### src/rtl/cp0_pkg.sv
// cp0_pkg: shared definitions for the coprocessor-0 slice.
//   - CP0 register numbers (SR, Cause, EPC, PRId)
//   - ExcCode values
//   - SR / Cause field positions
//   - exception handler entry address
//   - small packing helpers used by the read mux and the EPC update
package cp0_pkg;

  // CP0 register numbers (rd field of mfc0/mtc0)
  localparam logic [4:0] REG_SR    = 5'd12;
  localparam logic [4:0] REG_CAUSE = 5'd13;
  localparam logic [4:0] REG_EPC   = 5'd14;
  localparam logic [4:0] REG_PRID  = 5'd15;

  // Exception codes
  typedef enum logic [4:0] {
    EXC_INT     = 5'd0,
    EXC_ADEL    = 5'd4,
    EXC_ADES    = 5'd5,
    EXC_SYSCALL = 5'd8,
    EXC_RI      = 5'd10,
    EXC_OV      = 5'd12
  } exc_code_e;

  // SR field positions
  localparam int SR_IM_LSB = 10;
  localparam int SR_IM_MSB = 15;
  localparam int SR_EXL    = 1;
  localparam int SR_IE     = 0;

  // Cause field positions
  localparam int CAUSE_BD      = 31;
  localparam int CAUSE_IP_LSB  = 10;
  localparam int CAUSE_IP_MSB  = 15;
  localparam int CAUSE_EXC_LSB = 2;
  localparam int CAUSE_EXC_MSB = 6;

  // Fetch redirect target when req is taken
  localparam logic [31:0] HANDLER_ENTRY = 32'h0000_4180;

  // Build the architectural SR word; unimplemented bits read as zero.
  function automatic logic [31:0] sr_pack(input logic [5:0] im,
                                          input logic       exl,
                                          input logic       ie);
    sr_pack = {16'h0000, im, 8'h00, exl, ie};
  endfunction

  // Build the architectural Cause word.
  function automatic logic [31:0] cause_pack(input logic       bd,
                                             input logic [5:0] ip,
                                             input logic [4:0] exc);
    cause_pack = {bd, 15'h0000, ip, 3'b000, exc, 2'b00};
  endfunction

  // Victim PC for EPC: back up to the branch when the faulting
  // instruction sits in a delay slot, then force word alignment.
  function automatic logic [31:0] epc_victim(input logic [31:0] pc,
                                             input logic        bd);
    logic [31:0] t;
    if (bd) begin
      t = pc - 32'd4;
    end else begin
      t = pc;
    end
    epc_victim = {t[31:2], 2'b00};
  endfunction

endpackage

### src/rtl/cp0_if.sv
// cp0_if: M-stage <-> CP0 bundle.
//   master (pipeline side) drives the mtc0 / exception / interrupt inputs
//   and receives read_data, epc_out and req.
//   slave (cp0) is the mirror image.
interface cp0_if;
  logic        write_enable;  // mtc0 in M stage
  logic [4:0]  addr;          // CP0 register number
  logic [31:0] write_data;    // mtc0 data
  logic [31:0] pc;            // victim PC
  logic        bd;            // instruction is in a delay slot
  logic [4:0]  exc_code;      // 0 = no exception
  logic [5:0]  hw_int;        // external interrupt lines
  logic        exl_clear;     // eret in M stage
  logic [31:0] read_data;     // mfc0 value
  logic [31:0] epc_out;       // eret target
  logic        req;           // take exception/interrupt this cycle

  modport master (
    output write_enable, addr, write_data, pc, bd, exc_code, hw_int, exl_clear,
    input  read_data, epc_out, req
  );

  modport slave (
    input  write_enable, addr, write_data, pc, bd, exc_code, hw_int, exl_clear,
    output read_data, epc_out, req
  );
endinterface

### src/rtl/cp0.sv
// cp0: coprocessor 0 for the M stage.
//   Holds SR, Cause, EPC and PRId, serves mfc0/mtc0 and raises req for
//   exceptions and external interrupts.
// Ports:
//   clk    clock
//   reset  synchronous, active-high; clears every register
//   bus    cp0_if.slave (mtc0/mfc0, exception inputs, req, epc_out)
// Parameter:
//   PRID   constant returned for register 15
module cp0
  import cp0_pkg::*;
#(
  parameter logic [31:0] PRID = 32'h0000_2024
) (
  input logic  clk,
  input logic  reset,
  cp0_if.slave bus
);

  // SR fields
  logic [5:0]  r_im;
  logic        r_exl;
  logic        r_ie;
  // Cause fields
  logic        r_bd;
  logic [4:0]  r_exc_code;
  logic [5:0]  r_ip;
  // EPC
  logic [31:0] r_epc;

  logic        w_int_req;
  logic        w_exc_req;
  logic        w_req;
  logic        w_wr_sr;
  logic        w_wr_epc;

  // Take decision: live hw_int lines, interrupt ahead of exception,
  // everything masked while EXL is set or reset is asserted.
  always_comb begin
    w_int_req = (|(bus.hw_int & r_im)) & r_ie & ~r_exl;
    w_exc_req = (bus.exc_code != 5'd0) & ~r_exl;
    w_req     = (w_int_req | w_exc_req) & ~reset;
    w_wr_sr   = bus.write_enable & (bus.addr == REG_SR);
    w_wr_epc  = bus.write_enable & (bus.addr == REG_EPC);
  end

  // Register update: reset, then taken req (mtc0 dropped), then mtc0/eret.
  always_ff @(posedge clk) begin
    if (reset) begin
      r_im       <= 6'd0;
      r_exl      <= 1'b0;
      r_ie       <= 1'b0;
      r_bd       <= 1'b0;
      r_exc_code <= 5'd0;
      r_ip       <= 6'd0;
      r_epc      <= 32'd0;
    end else begin
      r_ip <= bus.hw_int;
      if (w_req) begin
        r_exl      <= 1'b1;
        r_exc_code <= w_int_req ? EXC_INT : bus.exc_code;
        r_bd       <= bus.bd;
        r_epc      <= epc_victim(bus.pc, bus.bd);
      end else begin
        if (w_wr_sr) begin
          r_im <= bus.write_data[SR_IM_MSB:SR_IM_LSB];
          r_ie <= bus.write_data[SR_IE];
        end
        // eret overrides a same-cycle SR write of EXL
        if (bus.exl_clear) begin
          r_exl <= 1'b0;
        end else if (w_wr_sr) begin
          r_exl <= bus.write_data[SR_EXL];
        end
        if (w_wr_epc) begin
          r_epc <= bus.write_data;
        end
      end
    end
  end

  // mfc0 read mux from current state; a same-cycle mtc0 is not bypassed.
  always_comb begin
    bus.read_data = 32'd0;
    case (bus.addr)
      REG_SR:    bus.read_data = sr_pack(r_im, r_exl, r_ie);
      REG_CAUSE: bus.read_data = cause_pack(r_bd, r_ip, r_exc_code);
      REG_EPC:   bus.read_data = r_epc;
      REG_PRID:  bus.read_data = PRID;
      default:   bus.read_data = 32'd0;
    endcase
  end

  // Outputs to the pipeline.
  always_comb begin
    bus.epc_out = r_epc;
    bus.req     = w_req;
  end

endmodule

### src/flat_wrapper.sv
// flat-port wrapper written by rule: the top's interface ports become plain ports
module cp0_flat import cp0_pkg::*;
#(
  parameter logic [31:0] PRID = 32'h0000_2024
)
  (clk, reset, bus_write_enable, bus_addr, bus_write_data, bus_pc, bus_bd, bus_exc_code, bus_hw_int, bus_exl_clear, bus_read_data, bus_epc_out, bus_req);
  cp0_if bus_i ();
  input logic clk;
  input logic reset;
  input wire logic [$bits(bus_i.write_enable)-1:0] bus_write_enable;
  input wire logic [$bits(bus_i.addr)-1:0] bus_addr;
  input wire logic [$bits(bus_i.write_data)-1:0] bus_write_data;
  input wire logic [$bits(bus_i.pc)-1:0] bus_pc;
  input wire logic [$bits(bus_i.bd)-1:0] bus_bd;
  input wire logic [$bits(bus_i.exc_code)-1:0] bus_exc_code;
  input wire logic [$bits(bus_i.hw_int)-1:0] bus_hw_int;
  input wire logic [$bits(bus_i.exl_clear)-1:0] bus_exl_clear;
  output wire logic [$bits(bus_i.read_data)-1:0] bus_read_data;
  output wire logic [$bits(bus_i.epc_out)-1:0] bus_epc_out;
  output wire logic [$bits(bus_i.req)-1:0] bus_req;
  assign bus_i.write_enable = bus_write_enable;
  assign bus_i.addr = bus_addr;
  assign bus_i.write_data = bus_write_data;
  assign bus_i.pc = bus_pc;
  assign bus_i.bd = bus_bd;
  assign bus_i.exc_code = bus_exc_code;
  assign bus_i.hw_int = bus_hw_int;
  assign bus_i.exl_clear = bus_exl_clear;
  assign bus_read_data = bus_i.read_data;
  assign bus_epc_out = bus_i.epc_out;
  assign bus_req = bus_i.req;
  cp0 #(.PRID(PRID)) u_core (.clk(clk), .reset(reset), .bus(bus_i));
endmodule
### config.mk
export PLATFORM = sky130hd
export DESIGN_NAME = cp0_flat
export DESIGN_NICKNAME = d
export VERILOG_FILES = /design/src/rtl/cp0_pkg.sv /design/src/rtl/cp0_if.sv /design/src/rtl/cp0.sv /design/src/flat_wrapper.sv
export SDC_FILE = /design/constraint.sdc
export NUM_CORES = 1
export LEC_CHECK = 0
export BUFFER_PORTS_ARGS = -buffer_cell sky130_fd_sc_hd__buf_2
export CORE_ASPECT_RATIO = 1.4
export CORE_UTILIZATION = 50
export CTS_CLUSTER_DIAMETER = 40
export DETAILED_ROUTE_END_ITERATION = 10
export PLACE_DENSITY = 0.85
export SYNTH_ARGS = -nofsm -noshare
export SYNTH_HDL_FRONTEND = slang
export SYNTH_SLANG_ARGS = --single-unit
### constraint.sdc
create_clock -name clk -period 4.5 [get_ports clk]
set_input_delay 0.675 -clock clk [delete_from_list [all_inputs] [get_ports clk]]
set_output_delay 0.675 -clock clk [all_outputs]
set_load 0.03 [all_outputs]
# Word-level counts from Yosys, hierarchy flattened
# Index checks and enable logic that the tools add are counted.
# classes
n_mux	8
n_bitwise	11
reduce_logical	6
add_sub_neg	1
eq_ne	4
# op_table
op	count
32-bit case mux with 4 select lines	1
32-bit 2-to-1 mux	3
32-bit by 3-bit subtractor with 32-bit output (second input constant)	1
5-bit by 4-bit == test with 1-bit output (second input constant)	4
1-bit AND	6
6-bit AND	1
6-bit OR reduction	1
5-bit 2-to-1 mux	1
5-bit nonzero test	1
1-bit 2-to-1 mux	3
1-bit inverter	3
3-bit nonzero test	1
2-bit AND reduction	1
2-bit nonzero test	1
2-bit OR reduction	1
1-bit bitwise OR	1
# totals
word_cells	38
input_bits	85
ff_bits	52
output_inout_bits	65

# Depth between registers and ports, before layout
# logic_depth
word_depth	8
mapped_depth	7
mapped_depth_nobuf	7

# Least setup slack after synthesis
# No wires, ideal clock.
# synth_timing
path_type	input port to output port
start	input bus_addr[3]
end	output bus_read_data[31]
path_stages	5
path_buffers	1
setup_slack_ns	1.609
t_arrival_ns	2.216
path_cell_list	nand2_1 -> nor3b_1 -> clkbuf_1 -> nand2_1 -> o21ai_0
# synth_via
elab_chain_cells	2
# synth_lines
item	line	rtl
start, declared	flat_wrapper.sv:11	input wire logic [$bits(bus_i.addr)-1:0] bus_addr;
5-bit by 4-bit == test with 1-bit output	cp0.sv:85	case (bus.addr)
32-bit case mux with 4 select lines (*)	cp0.sv:85	
end, declared	flat_wrapper.sv:18	output wire logic [$bits(bus_i.read_data)-1:0] bus_read_data;
# Every way passes the cells marked *; elsewhere a longest branch is shown, timed or not.

# Worst setup path in the final report
# layout_timing
start	input bus_exc_code[3]
end	output bus_req
# layout_via
elab_chain_cells	4
# layout_lines
item	line	rtl
start, declared	flat_wrapper.sv:15	input wire logic [$bits(bus_i.exc_code)-1:0] bus_exc_code;
5-bit nonzero test	cp0.sv:41	w_exc_req = (bus.exc_code != 5'd0) & ~r_exl;
1-bit AND	cp0.sv:41	
1-bit bitwise OR	cp0.sv:42	w_req = (w_int_req | w_exc_req) & ~reset;
1-bit AND	cp0.sv:42	
end, declared	flat_wrapper.sv:20	output wire logic [$bits(bus_i.req)-1:0] bus_req;
# Every way passes these cells.

==> metrics.yaml <==
placement:
  placed_area_sq_mm: 0.00389
  place_ws_ns: 1.18
  hpwlAfterDp_microns: 7120
  place_congestion: 0.879
  portBuffers: 147
  dp_cells: 569
grt:
  grt_pass1_wl_microns: 14800
  grt_max_degree: 48
  met1_usage: 0.339
  grt_pass1_vias: 3017
  grt_overflow_total: 0
  top_usage_layer: "met2"
  grt_util_met3: 0.0408
  use_met2: 0.483
  grtUsageTotal: 0.281
  antenna_found_initial: 0
yosys:
  synthAdderAreaFrac: 0.00398
  synth_mux_area_frac: 0.0927
  synth_top_area_share: 0.331
  yosys.cell_types.count: 46
  synthCells: 374
  synth.ff_latch_count: 52
  synth_simple_gate_area_frac: 0.263
  synth_compound_area_frac: 0.200
  yosys.area.top_type: "dfxtp_1"
  netlist_area_sq_mm: 0.00314
  synth_edf_count: 0
  seq_area_frac_synth: 0.331
  synth_top_family_by_area: "simple AND/OR/NAND/NOR gates"
  synth-warning-count: 0
  async_flop_share: 0
  synthTopCellsByArea: "dfxtp_1 (33%), a211oi_1 (11%), mux2i_1 (8.9%), nor2b_1 (5.0%), nor2_1 (4.2%)"
  synthFlopType: "dfxtp_1"
  synth_most_common_cell: "dfxtp_1"
  synth_fp_nets: 460
  synth_area_per_cell_sq_um: 8.41
  synth-xor-area-share: 0.0696
  synthTopCellsByCount: "dfxtp_1 (52), a211oi_1 (45), nor2_1 (35)"
timing:
  rsz0062_at_grt: "false"
  timing.fmax_ghz: 0.298
  tightestPinTransition_ns: 1.00
  whs_ns: 0.474
  timing.slew.headroom: 0.329
  layout_setup_ws_ns: 1.15
  tns_ns: 0
  fin_crit_sh: 0.745
  final-setup-viol-count: 0
  hold_viol: 0
  maxSlewViolCount: 0
  min_period_ns: 3.35
  clock_skew_ns: 0.00608
cells_and_area:
  final_cells: 578
  fin_area_sq_mm: 0.00405
  final_core_utilization: 0.682
  layout.nets: 592
  area_growth_pct: 28.9
  drive_gt1_frac: 0.341
  fillers: 515
pwr:
  comb_power_share: 0.232
  p_int_mw: 0.883
  peakVddDrop_v: 0.000181
  power_mw: 1.25
  seqPwrFrac: 0.419
  p_clk_frac: 0.348
  p_leak_nw: 1.80
  power.density_mw_per_mm2: 309
  p_switching_mw: 0.370
  switching_share: 0.295
die:
  die-area_sq_mm: 0.00661
  die_y_microns: 95.8
  start_util: 0.529
  ios: 150
  die-width_microns: 69.0
  coreArea_sq_mm: 0.00595
  rows: 33
setup_path:
  required_ns: 3.83
  cp-end-kind: "output port"
  endpoint: "bus_req"
  path_max_fanout: 29
  r2r_end: "u_core.bus.epc_out[25]"
  start_kind: "primary input"
  critPathKind: "primary input to output port"
  startpoint: "bus_exc_code[3]"
  ff2ff_setup_slack_ns: 2.10
  r2r_cells: 6
  r2r_start: "u_core.r_exl"
  arrival_ns: 2.68
clock_network:
  cts_root_buffer: "clkbuf_8"
  holdBufCountCts: 0
  clk_latency_ns: 0.31
  htree_num_levels: 2
  postCtsSetupBuffers: 0
  cts.sinks: 52
  postCtsResizedCells: 0
  cts_made_buffers: 5
  clk_pin_slew_ns: 0.09
  cts_tree: "yes"
  clk_path_buf_depth: 2
drt:
  first_pass_iters: 5
  wirelength_microns: 9510
  viasPerCell: 5.77
  ant_nets: 0
  drtIter0Drc: 296
  num_vias: 3333
  remaining_drc_errors: 0
  post_drt_wl_per_cell_microns: 16.5
status:
  status: "complete, no violations"
run:
  maxCapViolCount: 0
min_path:
  hold_class: "flip-flop to flip-flop"
==> how the worst min path moves through the flow <==
stage,start,endpoint,cells past startpoint
floorplan,u_core.r_bd,u_core.r_bd,2
global placement,u_core.r_bd,u_core.r_bd,2
detailed placement,u_core.r_bd,u_core.r_bd,2
CTS,u_core.r_bd,u_core.r_bd,2
global route,u_core.r_bd,u_core.r_bd,2
finish,u_core.r_bd,u_core.r_bd,2
==> worst max-delay path: stages <==
cell	delay [ns]
buf_2	0.10
nor3_1	0.07
a21oi_2	0.45
o21ai_0	0.17
buf_4	0.22
inv_1	0.66
buf_2	0.34
==> flip-flops by register name, indices dropped and copies added, names as in the netlist <==
signal / flops
u_core.bus.epc_out: 32
u_core.r_bd: 1
u_core.r_exc_code: 5
u_core.r_exl: 1
u_core.r_ie: 1
u_core.r_im: 6
u_core.r_ip: 6
==> kinds of logic after synthesis <==
group / after synthesis
DFF: 52
muxes: 29
xor gates and xnor gates: 25
AOI/OAI and AO/OA: 88
buffers and inverters: 30
and+or+nand+nor: 149
adders and majority gates: 1
==> routing by layer <==
metal | vias to the layer above | share of wire
met5 | - | 0
met4 | 0 | 0.035
met3 | 22 | 0.060
met2 | 155 | 0.50
met1 | 1512 | 0.40
li1 | 1644 | -
==> layout make-up <==
type / instances / area (sq um) / share of cell area
timing repair buffer: 150 / 758 / 0.187
antenna: 1 / 2.50 / 0.000617
tap: 70 / 87.6 / 0.0216
sequential: 52 / 1040 / 0.257
clock buffer: 5 / 68.8 / 0.0170
multi-input combinational: 292 / 1990 / 0.490
clock inverter: 3 / 90.1 / 0.0222
inverter: 5 / 18.8 / 0.00463
==> cells in the final DEF, fill, tap and decap left out, types with 3 or more instances in the layout <==
cell type	synthesis	layout
nor2_1	35	35
xor2_1	11	11
or4_1	3	3
nor4_1	7	7
a22oi_1	8	8
inv_1	5	5
buf_2	2	147
nor2b_1	25	25
nor3_1	11	11
a21oi_1	9	9
dfxtp_1	52	52
a211oi_1	45	45
nand2b_1	3	3
or3_1	5	5
xnor2_1	14	14
nand2_1	18	18
o21ai_0	12	12
mux2i_1	28	28
buf_4	0	3
clkbuf_8	0	5
nand3_1	8	8
and3_1	19	18
bufinv_16	0	3
==> power groups by stage <==
| stage | combinational [mW] | clock (mW) | sequential, mW |
|---|---|---|---|
| after floorplan | 0.129 | 0 | 0.581 |
| after global placement | 0.282 | 0 | 0.533 |
| after detailed placement | 0.288 | 0 | 0.534 |
| after CTS | 0.290 | 0.439 | 0.524 |
| after global routing | 0.315 | 0.460 | 0.529 |
| final | 0.291 | 0.436 | 0.525 |
No activity file was read; power rests on OpenSTA's default activity.
